===== src/rtl/rv_pkg.sv =====
// Shared definitions for the rv_mc_core multi-cycle RV32I core.
// Holds opcode and funct constants, the ALU operation encoding, the FSM
// state encoding and the funct3-to-ALU-op decode helper.
// Contains no ports.
package rv_pkg;

    // Major opcodes (instruction bits [6:0])
    localparam logic [6:0] OPC_OP     = 7'b0110011;
    localparam logic [6:0] OPC_OP_IMM = 7'b0010011;
    localparam logic [6:0] OPC_LUI    = 7'b0110111;
    localparam logic [6:0] OPC_AUIPC  = 7'b0010111;
    localparam logic [6:0] OPC_LOAD   = 7'b0000011;
    localparam logic [6:0] OPC_STORE  = 7'b0100011;
    localparam logic [6:0] OPC_BRANCH = 7'b1100011;
    localparam logic [6:0] OPC_JAL    = 7'b1101111;
    localparam logic [6:0] OPC_JALR   = 7'b1100111;

    // ALU funct3
    localparam logic [2:0] F3_ADD_SUB = 3'b000;
    localparam logic [2:0] F3_SLL     = 3'b001;
    localparam logic [2:0] F3_SLT     = 3'b010;
    localparam logic [2:0] F3_SLTU    = 3'b011;
    localparam logic [2:0] F3_XOR     = 3'b100;
    localparam logic [2:0] F3_SRL_SRA = 3'b101;
    localparam logic [2:0] F3_OR      = 3'b110;
    localparam logic [2:0] F3_AND     = 3'b111;

    // Branch / memory / jump funct3
    localparam logic [2:0] F3_BEQ  = 3'b000;
    localparam logic [2:0] F3_BNE  = 3'b001;
    localparam logic [2:0] F3_BLT  = 3'b100;
    localparam logic [2:0] F3_BGE  = 3'b101;
    localparam logic [2:0] F3_LW   = 3'b010;
    localparam logic [2:0] F3_SW   = 3'b010;
    localparam logic [2:0] F3_JALR = 3'b000;

    // funct7
    localparam logic [6:0] F7_BASE = 7'b0000000;
    localparam logic [6:0] F7_ALT  = 7'b0100000;

    typedef enum logic [3:0] {
        ALU_ADD    = 4'd0,
        ALU_SUB    = 4'd1,
        ALU_SLL    = 4'd2,
        ALU_SLT    = 4'd3,
        ALU_SLTU   = 4'd4,
        ALU_XOR    = 4'd5,
        ALU_SRL    = 4'd6,
        ALU_SRA    = 4'd7,
        ALU_OR     = 4'd8,
        ALU_AND    = 4'd9,
        ALU_PASS_B = 4'd10
    } alu_op_e;

    typedef enum logic [2:0] {
        ST_FETCH = 3'd0,
        ST_EXEC  = 3'd1,
        ST_MEM   = 3'd2,
        ST_WB    = 3'd3,
        ST_TRAP  = 3'd4
    } state_e;

    // Map funct3 plus the alternate bit (funct7[5]) to an ALU operation.
    function automatic alu_op_e f3_to_alu(input logic [2:0] f3, input logic alt);
        alu_op_e op;
        case (f3)
            F3_ADD_SUB: op = alt ? ALU_SUB : ALU_ADD;
            F3_SLL:     op = ALU_SLL;
            F3_SLT:     op = ALU_SLT;
            F3_SLTU:    op = ALU_SLTU;
            F3_XOR:     op = ALU_XOR;
            F3_SRL_SRA: op = alt ? ALU_SRA : ALU_SRL;
            F3_OR:      op = ALU_OR;
            F3_AND:     op = ALU_AND;
            default:    op = ALU_ADD;
        endcase
        return op;
    endfunction

endpackage


===== src/rtl/rv_mc_alu.sv =====
// Combinational ALU for rv_mc_core.
// Ports:
//   a, b    : 32-bit operands
//   op      : ALU operation (rv_pkg::alu_op_e encoding)
//   result  : operation result, modulo 2^32
//   eq      : a == b
//   lt      : a < b signed
//   ltu     : a < b unsigned
module rv_mc_alu
    import rv_pkg::*;
(
    input  logic [31:0] a,
    input  logic [31:0] b,
    input  logic [3:0]  op,
    output logic [31:0] result,
    output logic        eq,
    output logic        lt,
    output logic        ltu
);

    // Comparison flags and the selected arithmetic/logic result
    always_comb begin
        eq  = (a == b);
        lt  = ($signed(a) < $signed(b));
        ltu = (a < b);
        case (alu_op_e'(op))
            ALU_ADD:    result = a + b;
            ALU_SUB:    result = a - b;
            ALU_SLL:    result = a << b[4:0];
            ALU_SLT:    result = {31'd0, lt};
            ALU_SLTU:   result = {31'd0, ltu};
            ALU_XOR:    result = a ^ b;
            ALU_SRL:    result = a >> b[4:0];
            ALU_SRA:    result = $unsigned($signed(a) >>> b[4:0]);
            ALU_OR:     result = a | b;
            ALU_AND:    result = a & b;
            ALU_PASS_B: result = b;
            default:    result = 32'd0;
        endcase
    end

endmodule


===== src/rtl/rv_mc_core.sv =====
// Multi-cycle RV32I/RV32E core: FETCH -> EXEC -> (MEM) -> WB, with
// req/ack handshakes on separate instruction and data ports so memories
// may insert wait states. Illegal instructions and misaligned targets or
// data addresses park the core in TRAP until reset.
// Optional feature macro: RV_MC_TRACE_EN adds a retirement trace port.
// Ports:
//   clk, rst          : clock (rising edge), synchronous active-high reset
//   imem_req/addr     : fetch request, address = pc
//   imem_ack/rdata    : fetch complete, instruction word
//   dmem_req/we       : data request, 1 = store
//   dmem_addr/wdata   : byte address, store data
//   dmem_ack/rdata    : data complete, load data
//   halted            : core stopped in TRAP
//   retire_* (trace)  : one-cycle retirement pulse with pc, insn, rd data
module rv_mc_core
    import rv_pkg::*;
#(
    parameter int          XLEN     = 32,
    parameter int          NREGS    = 32,
    parameter logic [31:0] RESET_PC = 32'h0000_0000
) (
    input  logic            clk,
    input  logic            rst,
    output logic            imem_req,
    output logic [XLEN-1:0] imem_addr,
    input  logic            imem_ack,
    input  logic [31:0]     imem_rdata,
    output logic            dmem_req,
    output logic            dmem_we,
    output logic [XLEN-1:0] dmem_addr,
    output logic [XLEN-1:0] dmem_wdata,
    input  logic            dmem_ack,
    input  logic [XLEN-1:0] dmem_rdata,
    output logic            halted
`ifdef RV_MC_TRACE_EN
    ,
    output logic            retire_valid,
    output logic [XLEN-1:0] retire_pc,
    output logic [31:0]     retire_insn,
    output logic [XLEN-1:0] retire_rd_wdata
`endif
);

    localparam int RW = $clog2(NREGS);

    if (XLEN != 32) begin : g_bad_xlen
        $fatal(1, "rv_mc_core: XLEN must be 32");
    end
    if ((NREGS != 32) && (NREGS != 16)) begin : g_bad_nregs
        $fatal(1, "rv_mc_core: NREGS must be 16 or 32");
    end

    state_e      state_r;
    logic [31:0] pc_r;
    logic [31:0] ir_r;
    logic [31:0] regs_r [NREGS];
    logic [31:0] wb_data_r;
    logic [31:0] npc_r;
    logic        wr_en_r;
    logic        imem_req_r;
    logic        dmem_req_r;
    logic        dmem_we_r;
    logic [31:0] dmem_addr_r;
    logic [31:0] dmem_wdata_r;
    logic        halted_r;

    // Instruction fields and immediates
    logic [6:0]  opcode_s;
    logic [4:0]  rd_s, rs1_s, rs2_s;
    logic [2:0]  f3_s;
    logic [6:0]  f7_s;
    logic [31:0] imm_i_s, imm_s_s, imm_b_s, imm_u_s, imm_j_s;
    logic [31:0] rs1_val_s, rs2_val_s;
    logic [31:0] pc_plus4_s;

    assign opcode_s   = ir_r[6:0];
    assign rd_s       = ir_r[11:7];
    assign f3_s       = ir_r[14:12];
    assign rs1_s      = ir_r[19:15];
    assign rs2_s      = ir_r[24:20];
    assign f7_s       = ir_r[31:25];
    assign imm_i_s    = {{20{ir_r[31]}}, ir_r[31:20]};
    assign imm_s_s    = {{20{ir_r[31]}}, ir_r[31:25], ir_r[11:7]};
    assign imm_b_s    = {{19{ir_r[31]}}, ir_r[31], ir_r[7], ir_r[30:25], ir_r[11:8], 1'b0};
    assign imm_u_s    = {ir_r[31:12], 12'd0};
    assign imm_j_s    = {{11{ir_r[31]}}, ir_r[31], ir_r[19:12], ir_r[20], ir_r[30:21], 1'b0};
    assign pc_plus4_s = pc_r + 32'd4;

    // x0 is hard-wired to zero regardless of storage contents
    assign rs1_val_s = (rs1_s[RW-1:0] == RW'(0)) ? 32'd0 : regs_r[rs1_s[RW-1:0]];
    assign rs2_val_s = (rs2_s[RW-1:0] == RW'(0)) ? 32'd0 : regs_r[rs2_s[RW-1:0]];

    // ALU
    logic [31:0] alu_a_s, alu_b_s, alu_res_s;
    alu_op_e     alu_op_s;
    logic        alu_eq_s, alu_lt_s, unused_ltu_s;

    rv_mc_alu u_alu (
        .a      (alu_a_s),
        .b      (alu_b_s),
        .op     (alu_op_s),
        .result (alu_res_s),
        .eq     (alu_eq_s),
        .lt     (alu_lt_s),
        .ltu    (unused_ltu_s)
    );

    // Decode results consumed by the EXEC state
    logic        legal_s, is_mem_s, is_store_s, wr_en_s, misalign_s;
    logic        uses_rs1_s, uses_rs2_s, reg_bad_s, trap_s;
    logic [31:0] wb_val_s, npc_s;

    // Decode ir: operand selection, legality, next pc and writeback value
    always_comb begin
        alu_a_s    = rs1_val_s;
        alu_b_s    = rs2_val_s;
        alu_op_s   = ALU_ADD;
        legal_s    = 1'b0;
        is_mem_s   = 1'b0;
        is_store_s = 1'b0;
        wr_en_s    = 1'b0;
        misalign_s = 1'b0;
        uses_rs1_s = 1'b0;
        uses_rs2_s = 1'b0;
        npc_s      = pc_plus4_s;
        wb_val_s   = alu_res_s;
        case (opcode_s)
            OPC_OP: begin
                uses_rs1_s = 1'b1;
                uses_rs2_s = 1'b1;
                wr_en_s    = 1'b1;
                alu_op_s   = f3_to_alu(f3_s, f7_s[5]);
                legal_s    = (f7_s == F7_BASE) ||
                             ((f7_s == F7_ALT) && ((f3_s == F3_ADD_SUB) || (f3_s == F3_SRL_SRA)));
            end
            OPC_OP_IMM: begin
                uses_rs1_s = 1'b1;
                wr_en_s    = 1'b1;
                alu_b_s    = imm_i_s;
                alu_op_s   = f3_to_alu(f3_s, (f3_s == F3_SRL_SRA) && f7_s[5]);
                if (f3_s == F3_SLL) begin
                    legal_s = (f7_s == F7_BASE);
                end else if (f3_s == F3_SRL_SRA) begin
                    legal_s = (f7_s == F7_BASE) || (f7_s == F7_ALT);
                end else begin
                    legal_s = 1'b1;
                end
            end
            OPC_LUI: begin
                wr_en_s  = 1'b1;
                legal_s  = 1'b1;
                alu_b_s  = imm_u_s;
                alu_op_s = ALU_PASS_B;
            end
            OPC_AUIPC: begin
                wr_en_s  = 1'b1;
                legal_s  = 1'b1;
                alu_a_s  = pc_r;
                alu_b_s  = imm_u_s;
            end
            OPC_LOAD: begin
                uses_rs1_s = 1'b1;
                wr_en_s    = 1'b1;
                is_mem_s   = 1'b1;
                alu_b_s    = imm_i_s;
                legal_s    = (f3_s == F3_LW);
                misalign_s = (alu_res_s[1:0] != 2'b00);
            end
            OPC_STORE: begin
                uses_rs1_s = 1'b1;
                uses_rs2_s = 1'b1;
                is_mem_s   = 1'b1;
                is_store_s = 1'b1;
                alu_b_s    = imm_s_s;
                legal_s    = (f3_s == F3_SW);
                misalign_s = (alu_res_s[1:0] != 2'b00);
            end
            OPC_BRANCH: begin
                uses_rs1_s = 1'b1;
                uses_rs2_s = 1'b1;
                alu_op_s   = ALU_SUB;
                legal_s    = 1'b1;
                case (f3_s)
                    F3_BEQ:  npc_s = alu_eq_s  ? (pc_r + imm_b_s) : pc_plus4_s;
                    F3_BNE:  npc_s = !alu_eq_s ? (pc_r + imm_b_s) : pc_plus4_s;
                    F3_BLT:  npc_s = alu_lt_s  ? (pc_r + imm_b_s) : pc_plus4_s;
                    F3_BGE:  npc_s = !alu_lt_s ? (pc_r + imm_b_s) : pc_plus4_s;
                    default: legal_s = 1'b0;
                endcase
                misalign_s = (npc_s[1:0] != 2'b00);
            end
            OPC_JAL: begin
                wr_en_s    = 1'b1;
                legal_s    = 1'b1;
                wb_val_s   = pc_plus4_s;
                npc_s      = pc_r + imm_j_s;
                misalign_s = (npc_s[1:0] != 2'b00);
            end
            OPC_JALR: begin
                uses_rs1_s = 1'b1;
                wr_en_s    = 1'b1;
                alu_b_s    = imm_i_s;
                legal_s    = (f3_s == F3_JALR);
                wb_val_s   = pc_plus4_s;
                npc_s      = alu_res_s & 32'hFFFF_FFFE;
                misalign_s = (npc_s[1:0] != 2'b00);
            end
            default: begin
                legal_s = 1'b0;
            end
        endcase
    end

    // RV32E: register specifiers above x15 are illegal for fields actually used
    assign reg_bad_s = (NREGS == 16) &&
                       ((uses_rs1_s && rs1_s[4]) || (uses_rs2_s && rs2_s[4]) || (wr_en_s && rd_s[4]));
    assign trap_s    = !legal_s || misalign_s || reg_bad_s;

    // Main FSM, register file and registered memory-port outputs
    always_ff @(posedge clk) begin
        if (rst) begin
            state_r      <= ST_FETCH;
            pc_r         <= RESET_PC;
            ir_r         <= 32'd0;
            wb_data_r    <= 32'd0;
            npc_r        <= 32'd0;
            wr_en_r      <= 1'b0;
            imem_req_r   <= 1'b0;
            dmem_req_r   <= 1'b0;
            dmem_we_r    <= 1'b0;
            dmem_addr_r  <= 32'd0;
            dmem_wdata_r <= 32'd0;
            halted_r     <= 1'b0;
            for (int i = 0; i < NREGS; i++) begin
                regs_r[i] <= 32'd0;
            end
        end else begin
            case (state_r)
                ST_FETCH: begin
                    // Request is raised on the first FETCH cycle after reset;
                    // otherwise it was already raised on entry.
                    if (imem_req_r && imem_ack) begin
                        ir_r       <= imem_rdata;
                        imem_req_r <= 1'b0;
                        state_r    <= ST_EXEC;
                    end else begin
                        imem_req_r <= 1'b1;
                    end
                end
                ST_EXEC: begin
                    npc_r   <= npc_s;
                    wr_en_r <= wr_en_s;
                    if (trap_s) begin
                        halted_r <= 1'b1;
                        state_r  <= ST_TRAP;
                    end else if (is_mem_s) begin
                        dmem_req_r   <= 1'b1;
                        dmem_we_r    <= is_store_s;
                        dmem_addr_r  <= alu_res_s;
                        dmem_wdata_r <= is_store_s ? rs2_val_s : 32'd0;
                        state_r      <= ST_MEM;
                    end else begin
                        wb_data_r <= wb_val_s;
                        state_r   <= ST_WB;
                    end
                end
                ST_MEM: begin
                    if (dmem_ack) begin
                        dmem_req_r <= 1'b0;
                        dmem_we_r  <= 1'b0;
                        if (dmem_we_r) begin
                            pc_r       <= npc_r;
                            imem_req_r <= 1'b1;
                            state_r    <= ST_FETCH;
                        end else begin
                            wb_data_r <= dmem_rdata;
                            state_r   <= ST_WB;
                        end
                    end else begin
                        dmem_req_r <= 1'b1;
                    end
                end
                ST_WB: begin
                    if (wr_en_r && (rd_s != 5'd0)) begin
                        regs_r[rd_s[RW-1:0]] <= wb_data_r;
                    end else begin
                        wr_en_r <= 1'b0;
                    end
                    pc_r       <= npc_r;
                    imem_req_r <= 1'b1;
                    state_r    <= ST_FETCH;
                end
                ST_TRAP: begin
                    halted_r   <= 1'b1;
                    imem_req_r <= 1'b0;
                    dmem_req_r <= 1'b0;
                end
                default: begin
                    halted_r   <= 1'b1;
                    imem_req_r <= 1'b0;
                    dmem_req_r <= 1'b0;
                    state_r    <= ST_TRAP;
                end
            endcase
        end
    end

    assign imem_req   = imem_req_r;
    assign imem_addr  = pc_r;
    assign dmem_req   = dmem_req_r;
    assign dmem_we    = dmem_we_r;
    assign dmem_addr  = dmem_addr_r;
    assign dmem_wdata = dmem_wdata_r;
    assign halted     = halted_r;

`ifdef RV_MC_TRACE_EN
    logic        retire_valid_r;
    logic [31:0] retire_pc_r;
    logic [31:0] retire_insn_r;
    logic [31:0] retire_rd_wdata_r;

    // Retirement trace: WB exit, or MEM exit of a store
    always_ff @(posedge clk) begin
        if (rst) begin
            retire_valid_r    <= 1'b0;
            retire_pc_r       <= 32'd0;
            retire_insn_r     <= 32'd0;
            retire_rd_wdata_r <= 32'd0;
        end else if ((state_r == ST_WB) || ((state_r == ST_MEM) && dmem_ack && dmem_we_r)) begin
            retire_valid_r    <= 1'b1;
            retire_pc_r       <= pc_r;
            retire_insn_r     <= ir_r;
            retire_rd_wdata_r <= ((state_r == ST_WB) && wr_en_r && (rd_s != 5'd0)) ? wb_data_r : 32'd0;
        end else begin
            retire_valid_r    <= 1'b0;
        end
    end

    assign retire_valid    = retire_valid_r;
    assign retire_pc       = retire_pc_r;
    assign retire_insn     = retire_insn_r;
    assign retire_rd_wdata = retire_rd_wdata_r;
`endif

endmodule

===== config.mk =====
export PLATFORM = sky130hd
export DESIGN_NAME = rv_mc_core
export DESIGN_NICKNAME = d
export VERILOG_FILES = /design/src/rtl/rv_pkg.sv /design/src/rtl/rv_mc_alu.sv /design/src/rtl/rv_mc_core.sv
export SDC_FILE = /design/constraint.sdc
export NUM_CORES = 2
export LEC_CHECK = 0
export CAP_MARGIN = 40
export CORE_MARGIN = 10
export CORE_UTILIZATION = 35
export CTS_BUF_LIST = sky130_fd_sc_hd__clkbuf_8 sky130_fd_sc_hd__clkbuf_16
export CTS_CLUSTER_DIAMETER = 60
export DETAILED_ROUTE_END_ITERATION = 16
export DONT_BUFFER_PORTS = 1
export PLACE_DENSITY = 0.51
export RECOVER_POWER = 25
export SYNTH_ARGS = -nofsm -noshare
export SYNTH_HDL_FRONTEND = slang
export SYNTH_SLANG_ARGS = --single-unit

===== constraint.sdc =====
create_clock -name clk -period 16 [get_ports clk]
set_clock_uncertainty 0.15 [all_clocks]
set_input_delay 0.8 -clock clk [delete_from_list [all_inputs] [get_ports clk]]
set_output_delay 0.8 -clock clk [all_outputs]
set_load 0.02 [all_outputs]

==> results.md <==
* Netlist Area Pre-Place at 77200 µm²
* Residual DRC count at 0
* Die X at 490 µm
* Async SR Flop Fraction at 0%
* Post-synthesis sequential area ratio at 45.2%
* Initial Util at 35.2%
* Full die area at 240000 µm²
* Tot Pwr at 0.00948 W
* Largest net degree at the start of global routing at 121
* Pwr Density at 109 nW/µm²
* Fin. Hold Viols at 0
* Worst hold path type: input pin to register
* Vias in the first global route at 58.4k
* Clock transition at path regs at 0.06 ns
* Post-DP HPWL at 234 mm
* Worst-path fanout max at 105
* Status: finished, violations left
* Synth cell types at 112
* Wire per inst at 37.4 µm
* Global-route wire length before repair at 486 mm
* CP max stage delay at 0.98 ns
* Ports at 168
* ANT nets after route at 0
* CP Class: register to register
* Period Utilization, post-route at 64.3%
* Initial antenna violation count at 48
* CORE AREA at 220000 µm²
* Vias per inst at 6.39
* Num CTS Buffers at 148
* F_max at 0.0971 GHz
* PortBufs at 0
* Post-synth EDFFs at 1024
* Critical path's top delay family: compound AO/OA/AOI/OAI gates
* Cell taking the most area after synthesis: edfxtp_1
* Vias at 60.6k
* CTS tree: built
* FP Rows at 172
* Slew margin rel. at -382%
* Chip height at 490 µm
* Syn_area_per_cell at 11.9 µm²
* Routed wire length at 354 mm
* Initial drt markers at 9420
* Final design utilization at 39.5%
* Crit path cell chain: buf_12 -> buf_4 -> mux4_2 -> mux4_2 -> mux2i_1 -> nor2_1 -> a22o_1 -> ha_1 -> inv_1 -> a21oi_1 -> o31ai_1 -> a221oi_1 -> nand2_1 -> o31ai_1 -> nor3_1 -> o31ai_1 -> a21o_1 -> and4_4 -> buf_4 -> mux2i_1 -> nor2_1
* Post-synth top flop: edfxtp_1
* Deepest clock path buffer count at 3
* Arr. time, crit path at 10.56 ns
* Static Leak at 29.7 nW
* Layout area overhead at 12.5%
* Final setup violation count at 0
* Share of the synthesized area in the top cell type at 39.8%
* CTS sink cnt at 1234
* Slew Limit Fails at 576
* Slowest cell on the critical path: a221oi_1
* Cell count after synthesis at 6472
* Yosys reg bits at 1234
* Syn. warnings at 0
* CP Buf/Inv Count at 4
* Clk_lat worst skew at 0.83 ns
* H-tree levels at 4
* Pre-antenna DRT Iters at 9
* Time the worst path needs with I/O delays and setup at 10.29 ns
* Cells after DPL at 9174
* Final Non-Filler Cells at 9485
* Number of max-cap violations at 19
* Ranking of synthesized cells by area: edfxtp_1 40%, mux4_2 17%, and2_1 8.2%
* Gpl congestion at 1.01
* Share of cells above drive strength 1 at 20.6%
* Failing checks: max-capacitance violations, max-slew violations
* Clock Tree Root: clkbuf_16
* Setup TNS at 0 ns
* GR Util All Layers at 28.7%
* Least-Margin Pin Slew at 7.23 ns
* Setup bufs post-CTS at 0
* Most used cell, CP: o31ai_1
* Final #Nets at 6608
* CTS-repair resized insts at 0
* Required @ worst endpoint at 16.27 ns
* Post-synth top cells: 1024 x edfxtp_1, 1007 x and2_1, 578 x mux4_2, 448 x clkbuf_1, 424 x nand2_1
* Grt ovf at 0
* Crit path launch type: register
* RSZ-0062 raised after global routing: false
* CP Capture Type: register
* VDD IR max at 0.109 mV
* Most common cell in the netlist: edfxtp_1
## registers in the layout (all words and copies together), names as in the netlist, named ones only
| name | flops |
|---|---|
| regs_r | 1024 |
| dmem_addr | 32 |
| dmem_wdata | 32 |
| imem_addr | 32 |
| ir_r | 32 |
| npc_r | 32 |
| wb_data_r | 32 |
| state_r | 3 |
| dmem_req | 1 |
| dmem_we | 1 |
| halted | 1 |
| imem_req | 1 |
| wr_en_r | 1 |
## layout by cell type (no fill, tap or decap), types with 55 or more instances in the layout
master     synthesis  layout
mux2_2            65      65
nand2_1          424     423
o21ai_0          207     183
ha_1             142     142
o22ai_1           77      77
mux2i_1          184     184
a31oi_1           63      55
nand3_1          104     104
nor3_1            88      81
and2_0             0     127
a21oi_1          240     240
edfxtp_1        1024    1024
xnor2_1           62      62
a211oi_1          88      86
clkbuf_16          0     152
and2_1          1007     880
nor2_1           340     316
inv_1            110     134
buf_4             30     233
mux4_2           578     578
dfxtp_1          210     200
## final cells by class
cell class | instances | area (µm²)
inverter | 116 | 448
clock inverter | 115 | 931
tap | 2958 | 3700
multi-input combinational | 4535 | 39800
antenna | 11 | 27.5
fill | 20700 | 133000
timing repair buffer | 359 | 3150
sequential | 1234 | 35000
clock buffer | 157 | 3870
## path summary, 6_finish.rpt
check        slack, ns            to  cells after the start  startpoint
min               0.04      dmem_req                      2    dmem_ack
min reg2reg       0.29  imem_addr[2]                      2    npc_r[2]
max               5.71  dmem_addr[3]                     21    register
max reg2reg       5.71  dmem_addr[3]                     21    register
## layer usage
metal / part of all wire, % / vias up / GRT usage, %
met1: 38 / 30900 / 36.8
li1: - / 24500 / -
met2: 44 / 4206 / 44.0
met5: 0.032 / - / 0
met3: 11 / 946 / 7.33
met4: 7.4 / 16 / 17.0
## stage by stage
step / setup WS, ns / cell area (µm²) / hold WS (ns)
3_5_place_dp: 6.35 / 82000 / 0.293
6_report: 5.71 / 86900 / 0.0355
5_1_grt: 5.56 / 86900 / 0.0398
2_1_floorplan: 8.39 / 77400 / 0.275
4_1_cts: 6.29 / 87100 / 0.0000620
3_3_place_gp: 6.51 / 81000 / 0.284
## repair_timing
item / CTS / global route
hold endpoints to repair: 127 / 0
hold buffers: 24 / 0
endpoints found under the setup margin: 0 / 0
## power breakdown
group	total (W)	internal (W)	leakage, nW	switching (W)
Sequential	0.00366	0.00358	12.3	0.0000800
Clock	0.00338	0.00194	2.46	0.00145
Combinational	0.00244	0.000788	15.0	0.00165
## cell families (layout without fill, tap and decap cells)
kind of cell             count (synthesis)  count (layout)  synth area share, %
other                                    1              43              0.00485
adder cells (fa/ha/maj)                146             146                 2.40
buffers and inverters                  734             747                 4.21
AO/OA/AOI/OAI                         1199            1199                 10.9
flip-flops                            1234            1234                 45.2
XOR/XNOR                                97              97                 1.10
multiplexers                           851             851                 20.9
AND/OR/NAND/NOR                       2210            2210                 15.3
Power figures use the tool's default switching activity.
